File: config.mk
export PLATFORM = sky130hd
export DESIGN_NAME = mux16_rr_arbiter
export DESIGN_NICKNAME = d
export VERILOG_FILES = /design/src/rtl/mux16_rr_arbiter.sv
export SDC_FILE = /design/constraint.sdc
export NUM_CORES = 1
export LEC_CHECK = 0
export CAP_MARGIN = 10
export CORE_MARGIN = 2
export CORE_UTILIZATION = 30
export DETAILED_ROUTE_END_ITERATION = 8
export PLACE_DENSITY = 0.51
export SYNTH_ARGS = -nofsm -noshare
export SYNTH_HDL_FRONTEND = slang
export SYNTH_SLANG_ARGS = --single-unit
export TNS_END_PERCENT = 100
File: constraint.sdc
create_clock -name clk -period 9.27 [get_ports clk]
set_input_delay 1.854 -clock clk [delete_from_list [all_inputs] [get_ports clk]]
set_output_delay 1.854 -clock clk [all_outputs]
set_load 0.005 [all_outputs]
File: src/rtl/mux16_rr_arbiter.sv
// mux16_rr_arbiter: round-robin owner of a shared 16:1 bit mux with a per-grant burst limit
module mux16_rr_arbiter #(
    parameter int MAX_BURST = 4
) (
    input  logic        clk,
    input  logic        rst_n,
    input  logic [15:0] req,
    output logic [15:0] gnt,
    output logic [3:0]  sel,
    output logic        busy,
    output logic [3:0]  burst_cnt
);
    typedef enum logic {IDLE, OWNED} state_t;
    state_t      state_q, state_d;
    logic [15:0] gnt_q, gnt_d;
    logic [3:0]  sel_q, sel_d;
    logic        busy_q, busy_d;
    logic [3:0]  burst_q, burst_d;
    logic [3:0]  last_q, last_d;
    logic [3:0]  start, idx, pick;
    logic [15:0] cand;
    logic        found, keep;

    // find the first candidate after the current owner (or after last grant when idle), never the owner itself
    always_comb begin
        start = (state_q == IDLE) ? last_q + 4'd1 : sel_q + 4'd1;
        cand  = (state_q == IDLE) ? req : req & ~(16'd1 << sel_q);
        found = 1'b0;
        pick  = 4'd0;
        idx   = 4'd0;
        for (int i = 15; i >= 0; i--) begin
            idx = start + 4'(i);
            if (cand[idx]) begin
                found = 1'b1;
                pick  = idx;
            end
        end
    end

    // next owner: keep while under the burst limit, else hand over, else regrant alone or go idle
    always_comb begin
        keep    = state_q == OWNED && req[sel_q];
        state_d = state_q;
        gnt_d   = gnt_q;
        sel_d   = sel_q;
        last_d  = last_q;
        burst_d = burst_q;
        if (keep && burst_q != 4'(MAX_BURST - 1)) begin
            burst_d = burst_q + 4'd1;
        end else if (found) begin
            state_d = OWNED;
            gnt_d   = 16'd1 << pick;
            sel_d   = pick;
            last_d  = pick;
            burst_d = 4'd0;
        end else if (keep) begin
            burst_d = 4'd0;
        end else begin
            state_d = IDLE;
            gnt_d   = 16'd0;
            burst_d = 4'd0;
        end
        busy_d = |gnt_d;
    end

    // register all outputs; reset points the search at index 0
    always_ff @(posedge clk) begin
        if (!rst_n) begin
            state_q <= IDLE;
            gnt_q   <= 16'd0;
            sel_q   <= 4'd0;
            busy_q  <= 1'b0;
            burst_q <= 4'd0;
            last_q  <= 4'd15;
        end else begin
            state_q <= state_d;
            gnt_q   <= gnt_d;
            sel_q   <= sel_d;
            busy_q  <= busy_d;
            burst_q <= burst_d;
            last_q  <= last_d;
        end
    end

    assign gnt       = gnt_q;
    assign sel       = sel_q;
    assign busy      = busy_q;
    assign burst_cnt = burst_q;
endmodule

# --- After elaboration in Yosys (flattened, before gate mapping) ---
# Cells that the tools add are included.
op_classes:
  addsub: 18
  n_lt_le_gt_ge: 17
  n_eq_ne: 2
  shift: 2
  muxes: 73
  n_bitwise: 3
  reduce_logical: 6
op_table:
  columns: ["cell", "count"]
  rows:
  - ["$lt A4 B5 Y1 const B", 17]
  - ["$bmux W1 S4", 17]
  - ["$mux W4", 17]
  - ["$mux W16", 4]
  - ["$mux W1", 35]
  - ["$add A4 B4 Y4 const B", 8]
  - ["$shl A1 B4 Y16 const A", 2]
  - ["$add A4 B1 Y4 const B", 4]
  - ["$add A4 B3 Y4 const B", 4]
  - ["$and A16 B16 Y16", 1]
  - ["$not A16 Y16", 1]
  - ["$reduce_or A16 Y1", 1]
  - ["$add A4 B2 Y4 const B", 2]
  - ["$reduce_and A2 Y1", 3]
  - ["$ne A4 B2 Y1 const B", 1]
  - ["$logic_and A1 B1 Y1", 2]
  - ["$ne A2 B1 Y1 const B", 1]
  - ["$not A1 Y1", 1]
totals:
  reg_bits: 30
  out_inout_bits: 25
  word_cells: 127

# --- Logic depth before layout (Yosys ltp) ---
# Gate-level depths: netlist (run 1).
logic_depth:
  ltp_word: 26
  depth_mapped: 22

# --- Worst setup path before layout (run 1) ---
# OpenSTA, ideal clock, no wires.
synth_path:
  path_type: "register to register"
  start: "register state_q"
  end: "register gnt_q[10], in the netlist gnt[10]"
  arrival_ns: 5.059
  path_slack_ns: 4.110
  stages_incl_launch_ff: 21
  n_path_buf: 6
  period_less_slack_ns: 5.160
  path_cell_list: "dfxtp_1 mux2i_2 inv_2 buf_6 buf_6 ha_1 clkbuf_1 buf_2 clkinv_1 clkbuf_1 ha_1 clkbuf_1 inv_1 mux2i_1 nor3_1 a2111o_1 a21oi_1 o31ai_1 a311o_1 a211o_1 o41ai_1"
synth_between:
  elab_chain_len: 23
  word_cells_on_any_way: 87
  classes_between: "add/sub (15); shift (1); mux (69); reduce/logical (2)"
synth_lines:
  columns: ["element", "line", "source"]
  rows:
  - ["from (decl)", "14", "state_t state_q, state_d;"]
  - ["from (signal assigned)", "76", "state_q <= state_d;"]
  - ["$mux W4", "26", "start = (state_q == IDLE) ? last_q + 4'd1 : sel_q + 4'd1;"]
  - ["$add A4 B4 Y4", "32", "idx = start + 4'(i);"]
  - ["$bmux W1 S4", "33", "if (cand[idx]) begin"]
  - ["$mux W1 (not written as such)", "33", null]
  - ["$mux W4 (16 in series)", "33", null]
  - ["$shl A1 B4 Y16", "52", "gnt_d = 16'd1 << pick;"]
  - ["$mux W16", "50", "end else if (found) begin"]
  - ["$mux W16 *", "48", "if (keep && burst_q != 4'(MAX_BURST - 1)) begin"]
  - ["to (signal assigned)", "77", "gnt_q <= gnt_d;"]
  - ["to (decl)", "15", "logic [15:0] gnt_q, gnt_d;"]
# Every way passes the cells marked *; elsewhere a longest branch is shown, timed or not. The select of a mux whose other input is x is not followed.
# A chain may end at the register's enable or synchronous reset.

# --- Worst setup path after layout (run 1) ---
layout_path:
  start: "register state_q"
  end: "register gnt_q[8], in the netlist gnt[8]"
# The elaborated chain is that of the path after synthesis.

==> results of run 1 <==
==> cell type report <==
| class | count | area share [%] |
|---|---|---|
| multi-input cells | 413 | 67.92 |
| flip-flops and latches | 30 | 12.94 |
| repair buffers | 47 | 9.868 |
| well taps | 176 | 4.745 |
| clock buffers | 7 | 3.074 |
| inverters | 16 | 1.348 |
| clock inverters | 1 | 0.1078 |
==> how the worst max path moves through the flow <==
stage / slack [ns] / to
after floorplan: 4.11 / gnt[10]$_SDFF_PN0_
after global routing: 2.24 / gnt[12]$_SDFF_PN0_
after detailed placement: 2.75 / gnt[13]$_SDFF_PN0_
after CTS: 2.74 / gnt[12]$_SDFF_PN0_
after global placement: 2.69 / gnt[10]$_SDFF_PN0_
final: 2.65 / gnt[8]$_SDFF_PN0_
==> flip-flops by register name (all words and copies together), names as in the netlist <==
register   flops
gnt           16
burst_cnt      4
last_q         4
sel            4
busy           1
state_q        1
==> kinds of logic after synthesis <==
group                    after synthesis  share of synthesized area, %
adder cells (fa/ha/maj)                6                         1.892
multiplexers                          68                         24.50
AND/OR/NAND/NOR                      171                         21.31
buffers and inverters                 45                         5.454
flip-flops                            30                         15.13
XOR/XNOR                               5                         1.766
AO/OA/AOI/OAI                        163                         29.95
==> critical path: stages, from the launching register on <==
cell and delay [ns]:
dfxtp_1 0.66, mux2i_2 0.26, buf_4 0.34, inv_2 0.30
ha_1 0.37, buf_4 0.36, clkinv_1 0.58, ha_1 0.73
inv_1 0.19, mux2i_1 0.19, nor3_1 0.64, nor3_1 0.17
o31a_1 0.27, o31a_1 0.36, o21ai_0 0.87, o41ai_1 0.15
==> stage by stage <==
step | utilization (%) | hold WS, ns | std cells
2_1_floorplan | - | 0.4438 | 488
4_1_cts | 35.47 | 0.4684 | 690
5_1_grt | 35.47 | 0.4969 | 690
6_report | 35.47 | 0.4668 | 690
3_5_place_dp | 34.34 | 0.4615 | 682
3_3_place_gp | 34.34 | 0.4491 | 682
==> cell usage in the layout, fill, tap and decap left out, types with 6 or more instances in the layout <==
master            n
a211oi_1         10
a21oi_1          32
and3_1            7
clkdlybuf4s50_1  42
dfxtp_1          30
ha_1              6
inv_1            11
mux2_2            6
mux2i_1          35
mux4_2           21
nand2_1          53
nand3_1          21
nor2_1           36
nor3_1           10
o211ai_1         13
o21a_1            8
o21ai_0          20
o21ai_1          10
o41ai_1          17
==> per-layer routing <==
layer | up-vias | GRT usage [%]
li1 | 1970 | -
met5 | - | 0
met1 | 2055 | 27.87
met2 | 222 | 35.56
met4 | 0 | 6.473
met3 | 35 | 2.155
==> out/results.env, run 1 <==
OUTCOME='complete, no violations'
SYNTH.TOP_CELL.AREA_SHARE_PCT=15.13
SYNTH_AREA_MM2=0.003969
LARGEST_CELLS_BY_AREA_AFTER_SYNTHESIS='dfxtp_1 15%, mux4_2 12%, mux2i_1 8.8%'
HOLD_PATH.STARTPOINT='burst_cnt[0]$_SDFF_PN0_'
DIE_HT_UM=119.0
MULTIINPUTGATEAREA_MM2=0.003152
INITIAL_ANTENNA_VIOLATION_COUNT=0
POST-CTS-SETUP-BUFFERS=0
COUNT_OF_PINS_ON_THE_BLOCK_BOUNDARY=43
DP_SLACK_NS=2.746
SYNTHESIS.INSTANCES=488
CLOCK_TRANSITION_AT_PATH_REGS_NS=0.05
START_KIND='register'
GLOBAL_ROUTE.USAGE.TOTAL_PCT=20.92
ROWS=42
MET3_WIRELENGTH_UM=1057
MET2_LENGTH_UM=7086
FILLCELLCOUNT=1403
DRT_ITER0_DRC=306
NUMCTSBUFFERS=5
TIMING.FINAL.WS_SETUP_NS=2.647
HOLD_PATH_DEPTH=1
REG2REG_DEPTH=15
TIMING.FINAL.SETUP_VIOLATIONS=0
CAP_VIOL_MAX_COUNT=0
DRCVIOLATIONCOUNT=0
CTS_H_TREE_DEPTH=2
VIA_PER_INST=6.206
LAYOUT.AREA.SEQ_UM2=600.6
HOLD_VIOLATIONS=0
WORSTSETUPENDPOINTTYPE='register'
ARRIVAL_NS=6.75
CTS-HOLD-FIX-BUFFERS=0
NUM_ANTENNA_CELLS=0
YOSYSUNIQUECELLTYPES=78
CRITICALPATHCATEGORY='reg -> reg'
TIMING.REG2REG.SETUP_SLACK_NS=2.65
YOSYSWARNINGS=0
WL_UM=14820
HIGHEST_CLOCK_RATE_MHz=151.0
CRITICAL_PATH_PEAK_FANOUT=26
WORSTREG2REGEND='gnt[8]$_SDFF_PN0_'
HOLD_END='burst_cnt[0]$_SDFF_PN0_'
SYNTH-SEQ-AREA-SHARE_PCT=15.13
SLEW_VIOL_FINAL=0
AVGSYNTHCELLAREA_UM2=8.133
CLOCK_INSERTION_DELAY_WORST_SKEW_NS=0.28
DOMINANTREGCELLSYNTH='dfxtp_1'
POSTLAYOUTCELLAREA_MM2=0.004641
SYNTH_COMMON_CELLS='53 x nand2_1, 36 x nor2_1, 35 x mux2i_1'
NUM-NETS-FINAL=537
SYNTHARSTFLOPSHARE_PCT=0
ROUTE.TOP_LAYER_USED='met4'
WORST_REG2REG_PATH_STARTPOINT='state_q$_SDFFE_PN0P_'
YOSYSMOSTFREQUENTCELL='nand2_1'
WL_PER_CELL_UM=21.48
DIE-AREA_MM2=0.01417
CRITPATHLAUNCH='state_q$_SDFFE_PN0P_'
DIE_W_UM=119.0
LAYOUT-AREA-OVERHEAD-VS-SYNTH_PCT=16.93
PERIOD_MINUS_SLACK_NS=6.623
TNS_NS=0
SYNTH-SEQ-CELLS=30
WORST_SLEW_PIN_SLEW_NS=1.074
CTSLONGESTPATHBUFFERS=2
ROUTED_METAL_1_WIRELENGTH_UM=6286
GPL.FINAL_WEIGHTED_CONGESTION=0.9188
NUMPORTBUFFERS=42
GRT_MAX_DEGREE=27
BUFFER_CELL_DRIVING_THE_CLOCK_TREE_ROOT='clkbuf_16'
ROUTED-VIA-COUNT=4282
PLACEDINSTANCEAREA_MM2=0.004493
TIMING.MAX_SLEW.REL_SLACK_PCT=27.67
DRIVE_GT1_SHARE_PCT=12.65
DRT-PASS1-ITER-COUNT=6
GLOBAL_ROUTE.OVERFLOW_TOTAL=0
FLOORPLAN.CORE_AREA_MM2=0.01309
CTS.SINK_COUNT=30
CTSRESIZECOUNT=0
CLOCK_SKEW_NS=0.005315
SYNTHDOMINANTAREACELLTYPE='dfxtp_1'
FIN_CRIT_SH_PCT=71.44
SYNTH-EDFF-COUNT=0
MAPPEDNETLISTNETS=512
TRITONCTS='done'
DP_HPWL_UM=11220
ANTENNA_VIOLATING_NETS_POST_ROUTE=0
RSZ0062_AT_GRT='false'
CRITICAL_PATH_REQUIRED_NS=9.39
GRT_PASS1_WL_UM=23600
GRT_PASS1_VIAS=4083
EFFECTIVE_UTILIZATION_AT_FLOORPLAN_PCT=30.33
HOLD_PATH.CLASS='reg -> reg'
Power of run 1 is not shown: default switching activity piles up to over one toggle a cycle in this logic, so the estimate is an artifact.
==> run 2: changes to the inputs <==
==> constraint.sdc (replaced) <==
create_clock -name clk -period 6.4 [get_ports clk]
set_input_delay 1.28 -clock clk [delete_from_list [all_inputs] [get_ports clk]]
set_output_delay 1.28 -clock clk [all_outputs]
set_load 0.005 [all_outputs]
==> run 2 against run 1 <==
Worst setup slack worse by 2.0 ns. Cell area grew 0.86%. Maximum frequency increased by 14%. Wire length decreased by 2.4%. Critical path depth increased by 1. Non-clock buffer count increased by 3. Highest routed layer unchanged.
==> out/results.env, run 2 (same netlist as run 1, synthesis figures left out) <==
CP_TOP_FAMILY='compound AO/OA/AOI/OAI gates'
CTS.SINK_COUNT=30
LARGEST_REGISTER_FF_COUNT=16
GR-USAGE-MET1_PCT=27.60
DRT_ITER0_DRC=510
TIMING.MAX_SLEW.REL_SLACK_PCT=33.51
CAP_VIOL_MAX_COUNT=0
MET3_GLOBAL_ROUTE_USAGE_PCT=1.389
CRITPATHSLOWESTCELL='a222oi_1'
CTSRESIZECOUNT=0
INITIAL_ANTENNA_VIOLATION_COUNT=0
VIA_PER_INST=6.214
TIMING.CRITICAL_PATH.BUF_INV=3
DP_SLACK_NS=0.7479
COMMONEST_NON_FILL_NON_TAP_CELL_IN_THE_LAYOUT='nand2_1'
OUTCOME='complete, no violations'
LAYOUT.CELLS.MOST_COMMON_LIST='53 x nand2_1, 42 x clkdlybuf4s50_1, 36 x nor2_1'
TIMING.FINAL.SETUP_VIOLATIONS=0
DIE-AREA_MM2=0.01417
SLEW_VIOL_FINAL=0
GRT_MAX_DEGREE=23
PERIOD_MINUS_SLACK_NS=5.785
FIN_CRIT_SH_PCT=90.40
GLOBAL_ROUTE.USAGE.TOTAL_PCT=20.01
CTS_H_TREE_DEPTH=2
START_KIND='register'
NUM_ANTENNA_CELLS=0
GR-USAGE-MET2_PCT=33.30
FILLCELLCOUNT=1352
WORSTSETUPENDPOINTTYPE='register'
COUNT_OF_PINS_ON_THE_BLOCK_BOUNDARY=43
HOLD_VIOLATIONS=0
CRIT_PATH_CELL_TRACE='mux2i_1 -> buf_4 -> inv_1 -> ha_1 -> xnor2_4 -> inv_2 -> ha_1 -> mux2i_1 -> xnor2_2 -> mux2i_1 -> a222oi_1 -> o2111ai_1 -> or4_4 -> and2_1 -> nand4_4 -> o41ai_1'
GLOBAL_ROUTE.OVERFLOW_TOTAL=0
WL_PER_CELL_UM=20.88
WORST_SLEW_PIN_SLEW_NS=0.9870
POST-CTS-SETUP-BUFFERS=0
CRITPATHMAXSTAGEDELAY_NS=0.90
ARRIVAL_NS=5.91
NUM-NETS-FINAL=540
CLOCK_TRANSITION_AT_PATH_REGS_NS=0.05
DIE_W_UM=119.0
EFFECTIVE_UTILIZATION_AT_FLOORPLAN_PCT=30.33
DRT-PASS1-ITER-COUNT=6
DIE_HT_UM=119.0
CRITICALPATHCATEGORY='reg -> reg'
CTSLONGESTPATHBUFFERS=2
HIGHEST_CLOCK_RATE_MHz=172.8
TNS_NS=0
CRITICAL_PATH_REQUIRED_NS=6.53
CTS-HOLD-FIX-BUFFERS=0
LAYOUT.AREA.SEQ_UM2=600.6
DRCVIOLATIONCOUNT=0
LAYOUT-AREA-OVERHEAD-VS-SYNTH_PCT=17.94
WL_UM=14470
TRITONCTS='done'
FLOORPLAN.CORE_AREA_MM2=0.01309
CLOCK_SKEW_NS=0.003269
CLOCK_INSERTION_DELAY_WORST_SKEW_NS=0.27
ROUTED-VIA-COUNT=4306
GR-MAX-USAGE-LAYER='met2'
ANTENNA_VIOLATING_NETS_POST_ROUTE=0
NUMCTSBUFFERS=5
DP_HPWL_UM=10940
BUFFER_CELL_DRIVING_THE_CLOCK_TREE_ROOT='clkbuf_16'
FINISH.CELL_COUNT_WITHOUT_FILLERS=693
POST-PLACE-CELLS=685
DRIVE_GT1_SHARE_PCT=13.35
HOLD_PATH.CLASS='reg -> reg'
TIMING.FINAL.WS_SETUP_NS=0.6146
MULTIINPUTGATEAREA_MM2=0.003152
CRITICAL_PATH_PEAK_FANOUT=22
ROWS=42
GRT_PASS1_VIAS=3952
NUMPORTBUFFERS=42
RSZ0062_AT_GRT='false'
GRT_PASS1_WL_UM=22710
GPL.FINAL_WEIGHTED_CONGESTION=0.9284
PATH_COMMON_CELL='mux2i_1'
run 2: through the flow:
step / cell area, um2 / hold slack [ns] / util, %
after floorplan: 3969 / 0.4438 / -
after global placement: 4516 / 0.4480 / 34.51
after detailed placement: 4516 / 0.4587 / 34.51
after CTS: 4681 / 0.4751 / 35.77
after global routing: 4681 / 0.4902 / 35.77
final: 4681 / 0.4685 / 35.77
run 2: area by class of cell:
class / instances / share of cell area [%]
inverters: 16 / 1.337
well taps: 176 / 4.705
clock buffers: 5 / 2.673
repair buffers: 50 / 10.26
multi-input cells: 413 / 67.33
flip-flops and latches: 30 / 12.83
clock inverters: 3 / 0.8554
run 2: worst paths after layout:
kind              slack [ns]  cells after the start                     from                      end
setup / recovery        0.61                     16     state_q$_SDFFE_PN0P_       gnt[14]$_SDFF_PN0_
hold / removal          0.47                      1  burst_cnt[0]$_SDFF_PN0_  burst_cnt[0]$_SDFF_PN0_
hold reg to reg         0.47                      1  burst_cnt[0]$_SDFF_PN0_  burst_cnt[0]$_SDFF_PN0_
setup reg to reg        0.61                     16     state_q$_SDFFE_PN0P_       gnt[14]$_SDFF_PN0_
run 2: per-layer routing:
layer / part of all wire [%] / vias up
li1: - / 1972
met1: 43 / 2100
met2: 48 / 204
met3: 6.4 / 30
met4: 2.5 / 0
met5: 0 / -
Power of run 2 is left out for the same reason.
